--- config.mk ---
export PLATFORM = sky130hd
export DESIGN_NAME = key_sd_ctrl
export DESIGN_NICKNAME = d
export VERILOG_FILES = /design/src/rtl/key_sd_ctrl_pkg.sv /design/src/rtl/key_sd_ctrl_debounce.sv /design/src/rtl/key_sd_ctrl.sv
export SDC_FILE = /design/constraint.sdc
export NUM_CORES = 1
export LEC_CHECK = 0
export BUFFER_PORTS_ARGS = -buffer_cell sky130_fd_sc_hd__buf_2
export CORE_UTILIZATION = 25
export CTS_BUF_LIST = sky130_fd_sc_hd__clkbuf_8
export CTS_CLUSTER_DIAMETER = 60
export DETAILED_ROUTE_END_ITERATION = 8
export PLACE_DENSITY = 0.41
export SKIP_LAST_GASP = 1
export SYNTH_ARGS = -nofsm -noshare
export SYNTH_HDL_FRONTEND = slang
export SYNTH_HIERARCHICAL = 1
export SYNTH_SLANG_ARGS = --single-unit
--- constraint.sdc ---
create_clock -name clk -period 3.1 [get_ports clk]
set_input_delay 0.31 -clock clk [delete_from_list [all_inputs] [get_ports clk]]
set_output_delay 0.31 -clock clk [all_outputs]
set_load 0.1 [all_outputs]
--- src/rtl/key_sd_ctrl_pkg.sv ---
// Shared types and command codes for the key command front-end.
package key_pkg;

  typedef enum logic [1:0] {
    IDLE         = 2'b00,
    PRESS_FILT   = 2'b01,
    HELD         = 2'b10,
    RELEASE_FILT = 2'b11
  } key_state_t;

  localparam logic [1:0] CMD_NONE = 2'b00;
  localparam logic [1:0] CMD_S    = 2'b01;
  localparam logic [1:0] CMD_D    = 2'b10;

endpackage

--- src/rtl/key_sd_ctrl_debounce.sv ---
// Per-key synchroniser, debounce FSM, debounced level and confirm strobe.
// Optional macro KEY_REPEAT_EN: re-raises the confirm strobe every
// REP_MAX+1 clocks while the key stays held.
module key_debounce
  import key_pkg::*;
#(
  parameter int unsigned CNT_MAX = 999_999,
  parameter int unsigned CNT_W   = 20,
  parameter int unsigned REP_MAX = 24_999_999
) (
  input  logic clk,
  input  logic rst,
  input  logic i_key,
  output logic o_level,
  output logic o_confirm
);

  logic             r_s1;
  logic             r_s2;
  logic [1:0]       r_settle;
  logic             r_blk;
  key_state_t       r_state;
  logic [CNT_W-1:0] r_cnt;
  logic             r_level;
  logic             w_sync;
  logic             w_cnt_done;
  logic             w_confirm;

`ifdef KEY_REPEAT_EN
  localparam int unsigned REP_W = (REP_MAX > 0) ? $clog2(REP_MAX + 1) : 1;
  logic [REP_W-1:0] r_rep;
  logic             w_rep_done;
  assign w_rep_done = (r_rep == REP_W'(REP_MAX));
`endif

  assign w_sync     = r_s2;
  assign w_cnt_done = (r_cnt == CNT_W'(CNT_MAX));

  // Two-flop synchroniser plus the post-reset press blocker.
  // A key already down when reset hits stays ignored until it is seen
  // released; r_settle waits out the sync pipeline refilling after reset.
  always_ff @(posedge clk) begin
    if (rst) begin
      r_s1     <= 1'b1;
      r_s2     <= 1'b1;
      r_settle <= '0;
      r_blk    <= ~(r_s1 & r_s2);
    end else begin
      r_s1     <= i_key;
      r_s2     <= r_s1;
      r_settle <= {r_settle[0], 1'b1};
      if (r_blk && r_settle[1] && r_s2)
        r_blk <= 1'b0;
    end
  end

  // Debounce FSM: press/release windows of CNT_MAX+1 stable clocks.
  always_ff @(posedge clk) begin
    if (rst) begin
      r_state <= IDLE;
      r_cnt   <= '0;
      r_level <= 1'b1;
`ifdef KEY_REPEAT_EN
      r_rep   <= '0;
`endif
    end else begin
      case (r_state)
        IDLE: begin
          r_cnt <= '0;
          if (!w_sync && !r_blk)
            r_state <= PRESS_FILT;
        end
        PRESS_FILT: begin
          if (w_sync) begin
            r_state <= IDLE;
            r_cnt   <= '0;
          end else if (w_cnt_done) begin
            r_state <= HELD;
            r_cnt   <= '0;
            r_level <= 1'b0;
          end else begin
            r_cnt <= r_cnt + 1'b1;
          end
        end
        HELD: begin
          r_cnt <= '0;
          if (w_sync) begin
            r_state <= RELEASE_FILT;
`ifdef KEY_REPEAT_EN
            r_rep   <= '0;
          end else if (w_rep_done) begin
            r_rep <= '0;
          end else begin
            r_rep <= r_rep + 1'b1;
`endif
          end
        end
        RELEASE_FILT: begin
          if (!w_sync) begin
            r_state <= HELD;
            r_cnt   <= '0;
          end else if (w_cnt_done) begin
            r_state <= IDLE;
            r_cnt   <= '0;
            r_level <= 1'b1;
          end else begin
            r_cnt <= r_cnt + 1'b1;
          end
        end
        default: begin
          r_state <= IDLE;
          r_cnt   <= '0;
        end
      endcase
    end
  end

  // Confirm strobe decoded from current state so the top registers the
  // command on the same edge the FSM enters HELD.
  always_comb begin
    w_confirm = 1'b0;
    if (r_state == PRESS_FILT && !w_sync && w_cnt_done)
      w_confirm = 1'b1;
`ifdef KEY_REPEAT_EN
    if (r_state == HELD && !w_sync && w_rep_done)
      w_confirm = 1'b1;
`endif
  end

  assign o_level   = r_level;
  assign o_confirm = w_confirm;

endmodule

--- src/rtl/key_sd_ctrl.sv ---
// Two-key command source: debounces both buttons and issues one-clock
// command pulses on flag_sd (key0 -> 01, key1 -> 10, key0 has priority).
// Optional macro KEY_REPEAT_EN: held keys auto-repeat their command.
module key_sd_ctrl
  import key_pkg::*;
#(
  parameter int unsigned CNT_MAX = 999_999,
  parameter int unsigned REP_MAX = 24_999_999,
  parameter int unsigned CNT_W   = 20
) (
  input  logic       clk,
  input  logic       rst,
  input  logic [1:0] key_in,
  output logic [1:0] flag_sd,
  output logic [1:0] key_level
);

  logic [1:0] w_confirm;
  logic [1:0] w_level;
  logic       r_pend;
  logic [1:0] r_flag;

  for (genvar g = 0; g < 2; g++) begin : g_key
    key_debounce #(
      .CNT_MAX (CNT_MAX),
      .CNT_W   (CNT_W),
      .REP_MAX (REP_MAX)
    ) u_deb (
      .clk       (clk),
      .rst       (rst),
      .i_key     (key_in[g]),
      .o_level   (w_level[g]),
      .o_confirm (w_confirm[g])
    );
  end

  // Priority encode confirms; a key1 confirm losing to key0 is deferred one cycle.
  always_ff @(posedge clk) begin
    if (rst) begin
      r_flag <= CMD_NONE;
      r_pend <= 1'b0;
    end else if (w_confirm[0]) begin
      r_flag <= CMD_S;
      if (w_confirm[1])
        r_pend <= 1'b1;
    end else if (w_confirm[1] || r_pend) begin
      r_flag <= CMD_D;
      r_pend <= 1'b0;
    end else begin
      r_flag <= CMD_NONE;
    end
  end

  assign flag_sd   = r_flag;
  assign key_level = w_level;

endmodule

## Word-level counts from Yosys, hierarchy flattened

Index checks and enable logic that the tools add are counted.

| storage, ports and cells | value |
|---|---|
| bits in registers | 59 |
| input port bits | 4 |
| output and inout bits | 4 |

| cells by class | value |
|---|---|
| $add $sub $neg | 2 |
| eq/ne operators | 25 |
| muxes and demuxes | 45 |
| bitwise logic cells | 4 |
| reductions and logical operators | 30 |

Operators by type and width:

| cell | count |
|---|---|
| 20-bit two-way mux | 6 |
| 20-bit case mux with 3 select lines | 2 |
| 20-bit by 1-bit adder with 20-bit output, second input constant | 2 |
| 20-bit == test, second input constant | 2 |
| 2-bit two-way mux | 13 |
| 2-bit by 1-bit != test with 1-bit output, second input constant | 11 |
| 1-bit two-way mux | 20 |
| 2-bit case mux with 4 select lines | 2 |
| 1-bit logical AND | 10 |
| 5-bit AND reduction | 2 |
| 2-bit nonzero test | 5 |
| 2-bit == test, second input constant | 4 |
| 4-bit AND reduction | 2 |
| 3-bit by 1-bit != test with 1-bit output, second input constant | 2 |
| 3-bit != test, second input constant | 2 |
| 2-bit OR reduction | 3 |
| 2-bit by 1-bit == test with 1-bit output, second input constant | 2 |
| 1-bit logical NOT | 4 |
| 2-bit logical NOT | 2 |
| 2-bit != test, second input constant | 2 |
| 1-bit case mux with 2 select lines | 2 |
| 1-bit bitwise AND | 2 |
| 1-bit NOT | 2 |
| 2-bit AND reduction | 1 |
| 1-bit logical OR | 1 |

## Depth between registers and ports, before layout

| logic depth | value |
|---|---|
| depth after elaboration | 7 |
| mapped depth | 7 |
| mapped depth without buffers | 7 |

## Cells and area by module

The synthesis kept the hierarchy.

By module, submodules not included:

| module | instances | cells an instance | area each (um^2) | seq. area each (um^2) |
|---|---|---|---|---|
| key_debounce at g_key[0].u_deb | 1 | 135 | 1246.2 | 570.5 |
| key_debounce at g_key[1].u_deb | 1 | 134 | 1209.9 | 570.5 |
| key_sd_ctrl | 1 | 7 | 96.3 | 60.1 |

## Least setup slack after synthesis

No wires, ideal clock.

| timing | value |
|---|---|
| path kind | register to register |
| start | register g_key[1].u_deb.r_cnt[0] |
| end | register r_flag[1] (netlist: flag_sd[1]) |
| setup time | 78 ps |
| arrival | 1898 ps |
| slack | 1124 ps |
| stages on the path, launching flop included | 7 |
| period minus slack after synthesis | 1976 ps |
| cell sequence | dfxtp_1 -> ha_1 -> nand3_1 -> or4_1 -> nor4_1 -> nor2_1 -> nor3_1 |

| on the way | value |
|---|---|
| word-level cells in the longest chain between the ends | 5 |

RTL lines:

| element | RTL line | source |
|---|---|---|
| start, declared | key_sd_ctrl_debounce.sv:23 | `logic [CNT_W-1:0] r_cnt;` |
| start signal, assigned | key_sd_ctrl_debounce.sv:82 | `r_cnt <= r_cnt + 1'b1;` |
| start signal, assigned | key_sd_ctrl_debounce.sv:107 | `r_cnt <= r_cnt + 1'b1;` |
| 20-bit == test | key_sd_ctrl_debounce.sv:37 | `assign w_cnt_done = (r_cnt == CNT_W'(CNT_MAX));` |
| 1-bit logical AND | key_sd_ctrl_debounce.sv:122 | `if (r_state == PRESS_FILT && !w_sync && w_cnt_done)` |
| 1-bit two-way mux | key_sd_ctrl_debounce.sv:122 |  |
| via w_confirm[1] | key_sd_ctrl.sv:18 | `logic [1:0] w_confirm;` |
| 1-bit logical OR | key_sd_ctrl.sv:46 | `end else if (w_confirm[1] \|\| r_pend) begin` |
| 2-bit two-way mux | key_sd_ctrl.sv:46 |  |
| end signal, assigned | key_sd_ctrl.sv:43 | `r_flag <= CMD_S;` |
| end signal, assigned | key_sd_ctrl.sv:47 | `r_flag <= CMD_D;` |
| end signal, assigned | key_sd_ctrl.sv:50 | `r_flag <= CMD_NONE;` |
| end, declared | key_sd_ctrl.sv:21 | `logic [1:0] r_flag;` |

The timed path passes the listed nets, and every way through them passes these cells.
A chain may end at the register's enable or synchronous reset.

## Worst setup path in the final report

Ends and elaborated chain as after synthesis.

==> impl_metrics.tcl <==
set metrics [dict create \
    dpl_cell_area_um2 2715 \
    grt_max_degree 21 \
    syn-num-nets 282 \
    layout_worst_path_cycle_share_pct 71.17 \
    hold_slack_ns 0.1578 \
    grt_pass1_vias 1762 \
    critical_path_buf_inv_count 0 \
    tightest_slew_ns 0.5713 \
    cts-resized-gates 0 \
    r2r_slack_ns 0.89 \
    syn_area_um2 2552 \
    cts.htree.levels 3 \
    vias 1889 \
    ys_types 43 \
    antenna_found_initial 0 \
    max_stage_delay_ns 0.68 \
    synth_top_area_cell "dfxtp_1" \
    hold_viol 0 \
    clock_latency_ns 0.33 \
    io_pins 8 \
    start_util_pct 25.99 \
    synth_commonest_cells "dfxtp_1, nor2_1, xnor2_1" \
    syn_area_per_cell_um2 9.248 \
    crit_path_start "g_key[1].u_deb/r_cnt[0]" \
    endpoint_kind "register" \
    grt_pass1_wl_mm 8.418 \
    synth_xor_area_share_pct 8.578 \
    die-width_um 103.0 \
    area_delta_synth_final_pct 16.67 \
    start_kind "register" \
    hold_path_class "in2reg" \
    cts_buffers 9 \
    via_per_inst 4.434 \
    rsz0062_at_grt "false" \
    r2r-start "g_key[1].u_deb/r_cnt[0]" \
    crit_type "reg2reg" \
    cts_tree "built" \
    cellPowerDensity_nw_per_um2 586.6 \
    arrival_ns 2.46 \
    drt_iter0_drc 60 \
    numPortBuffers 7 \
    setup_viol_count_final 0 \
    num_rows 36 \
    netlist_top_cells_area "dfxtp_1, xnor2_1, nor2_1" \
    netlist_instances 276 \
    synth_edf_count 2 \
    ff2ff_path_depth 6 \
    fin_util_pct 30.33 \
    yosysMostFrequentCell "dfxtp_1" \
    cp_max_fo 7 \
    yosysSeqAreaShare_pct 47.06 \
    drtAntennaViolNets 0 \
    cp_top_family "simple AND/OR/NAND/NOR gates" \
    cts.sinks 59 \
    peakVddDrop_v 0.0002481 \
    final_nets 295 \
    p_leak_uw 0.0008943 \
    crit_end "flag_sd[1]" \
    worstPathRequired_ns 3.36 \
    fin_skew_ns 0.007224 \
    max_freq_mhz 453.3 \
    yosys.area_share.adder_pct 0.9804 \
    cts_setup_buffers 0 \
    synth_compound_area_share_pct 9.755 \
    synthArstFlopShare_pct 0 \
    synth-warning-count 6 \
    final_cells 426 \
    tns_ns 0 \
    maxCapViolations 0 \
    synth_top_cell_area_share_pct 44.71 \
    wl_per_cell_um 11.43 \
    period_minus_slack_ns 2.206 \
    slew_headroom_pct 61.56 \
    gp_congestion 0.6965 \
    status "finished, final reports clean" \
    clk_pin_slew_worst_paths_ns 0.07 \
    r2r_end "flag_sd[1]" \
    drcViolationCount 0 \
    slew_viol_final 0 \
    ctsHoldBuffers 0 \
    synth-main-ff-cell "dfxtp_1" \
    place_inst 411 \
    synth_simple_gate_area_share_pct 29.90 \
    grt_usage_pct 10.44 \
    diodes 0 \
    overflow 0 \
    drtPass1Iterations 4 \
    final_layout_size_suffix_gt1_share_pct 16.38 \
    clock-root-buffer "clkbuf_8" \
    coreArea_um2 9819 \
    stdcell_area_um2 2978 \
    hpwlAfterDp_mm 3.267 \
    synth_mux_area_share_pct 0 \
    slowest_stage "or4_1" \
    synth-seq-cells 59 \
    die_h_um 103.0 \
    synth_top_family_by_area "simple AND/OR/NAND/NOR gates" \
    clockBufferDepth 2 \
    crit_chain "ha_1 -> nand3_1 -> or4_1 -> nor4_1 -> nor2_1 -> nor3_1" \
    finalWirelength_mm 4.868 \
    die-area_um2 10620 \
    worst-path-stages 6 \
]
==> worst register-to-register path: cells and delay by family (launching register included) <==
kind | cells | cell delay (ns)
AND/OR/NAND/NOR | 5 | 1.57
adder cells (fa/ha/maj) | 1 | 0.20
flip-flops | 1 | 0.37
==> per-stage QoR <==
step / setup slack (ns) / power, µW
floorplan: 1.124 / 824.3
global placement: 0.9127 / 835.2
detailed placement: 0.8648 / 835.2
CTS: 0.8275 / 1778
global route: 0.6336 / 1827
finish: 0.8938 / 1747
==> registers in the layout, indices dropped and copies added, names as in the netlist, named ones only <==
name,cells
r_pend,1
g_key.u_deb/r_s1,2
g_key.u_deb/o_level,2
g_key.u_deb/r_blk,2
flag_sd,2
g_key.u_deb/r_settle,4
g_key.u_deb/r_state,2
g_key.u_deb/r_cnt,40
g_key.u_deb/r_s2,2
==> logic make-up after synthesis <==
group | count (synthesis)
flip-flops | 59
XOR/XNOR | 25
AO/OA/AOI/OAI | 40
adder cells (fa/ha/maj) | 2
buffers and inverters | 19
AND/OR/NAND/NOR | 131
==> cells in the final DEF, fill, tap and decap left out, types with 2 or more instances in the layout <==
master / n
o21ai_0: 10
or3_2: 3
xor2_1: 4
a211oi_1: 2
bufinv_16: 4
nor4_1: 7
clkbuf_8: 10
ha_1: 2
or2_2: 5
a21oi_1: 17
nor4b_1: 2
nand4_1: 3
nor2_1: 36
or3_1: 8
edfxtp_1: 2
inv_1: 13
nor3_1: 11
dfxtp_1: 57
xnor2_1: 21
nor2b_1: 3
nand3_1: 15
nand2_1: 17
nand3_2: 2
or4_1: 4
and4_1: 2
o31ai_1: 5
or4_4: 3
buf_2: 7
nor2b_4: 2
==> where the power goes <==
part | switching (µW) | total (µW) | internal, µW
combinational | 28.0 | 38.8 | 10.7
clock | 297 | 929 | 632
sequential | 6.38 | 779 | 772
==> worst min-delay path by stage <==
stage                                from                    endpoint  slack [ns]  cells after the start
2_1_floorplan                         rst                  flag_sd[0]        0.38                      1
3_3_place_gp   g_key[0].u_deb/r_settle[0]  g_key[0].u_deb/r_settle[1]        0.42                      1
3_5_place_dp   g_key[0].u_deb/r_settle[0]  g_key[0].u_deb/r_settle[1]        0.43                      1
4_1_cts                         key_in[0]         g_key[0].u_deb/r_s1        0.14                      2
5_1_grt                         key_in[1]         g_key[1].u_deb/r_s1        0.13                      2
6_report                        key_in[0]         g_key[0].u_deb/r_s1        0.16                      2
==> final cells by class <==
cell class | count | area [µm²]
clock inverter | 5 | 125.1
tap | 133 | 166.4
timing repair buffer | 8 | 42.54
sequential | 59 | 1201
fill | 1088 | 6842
multi-input combinational | 198 | 1256
clock buffer | 10 | 137.6
inverter | 13 | 48.80
==> metal layers <==
metal,vias to the layer above,part of all wire [%],global-route usage (%)
met5,-,0,0
met4,0,1.3,4.550
met3,4,3.7,4.068
met2,23,45,15.59
met1,864,50,13.33
li1,998,-,-
Note: power is estimated with default switching activity, not from simulation.
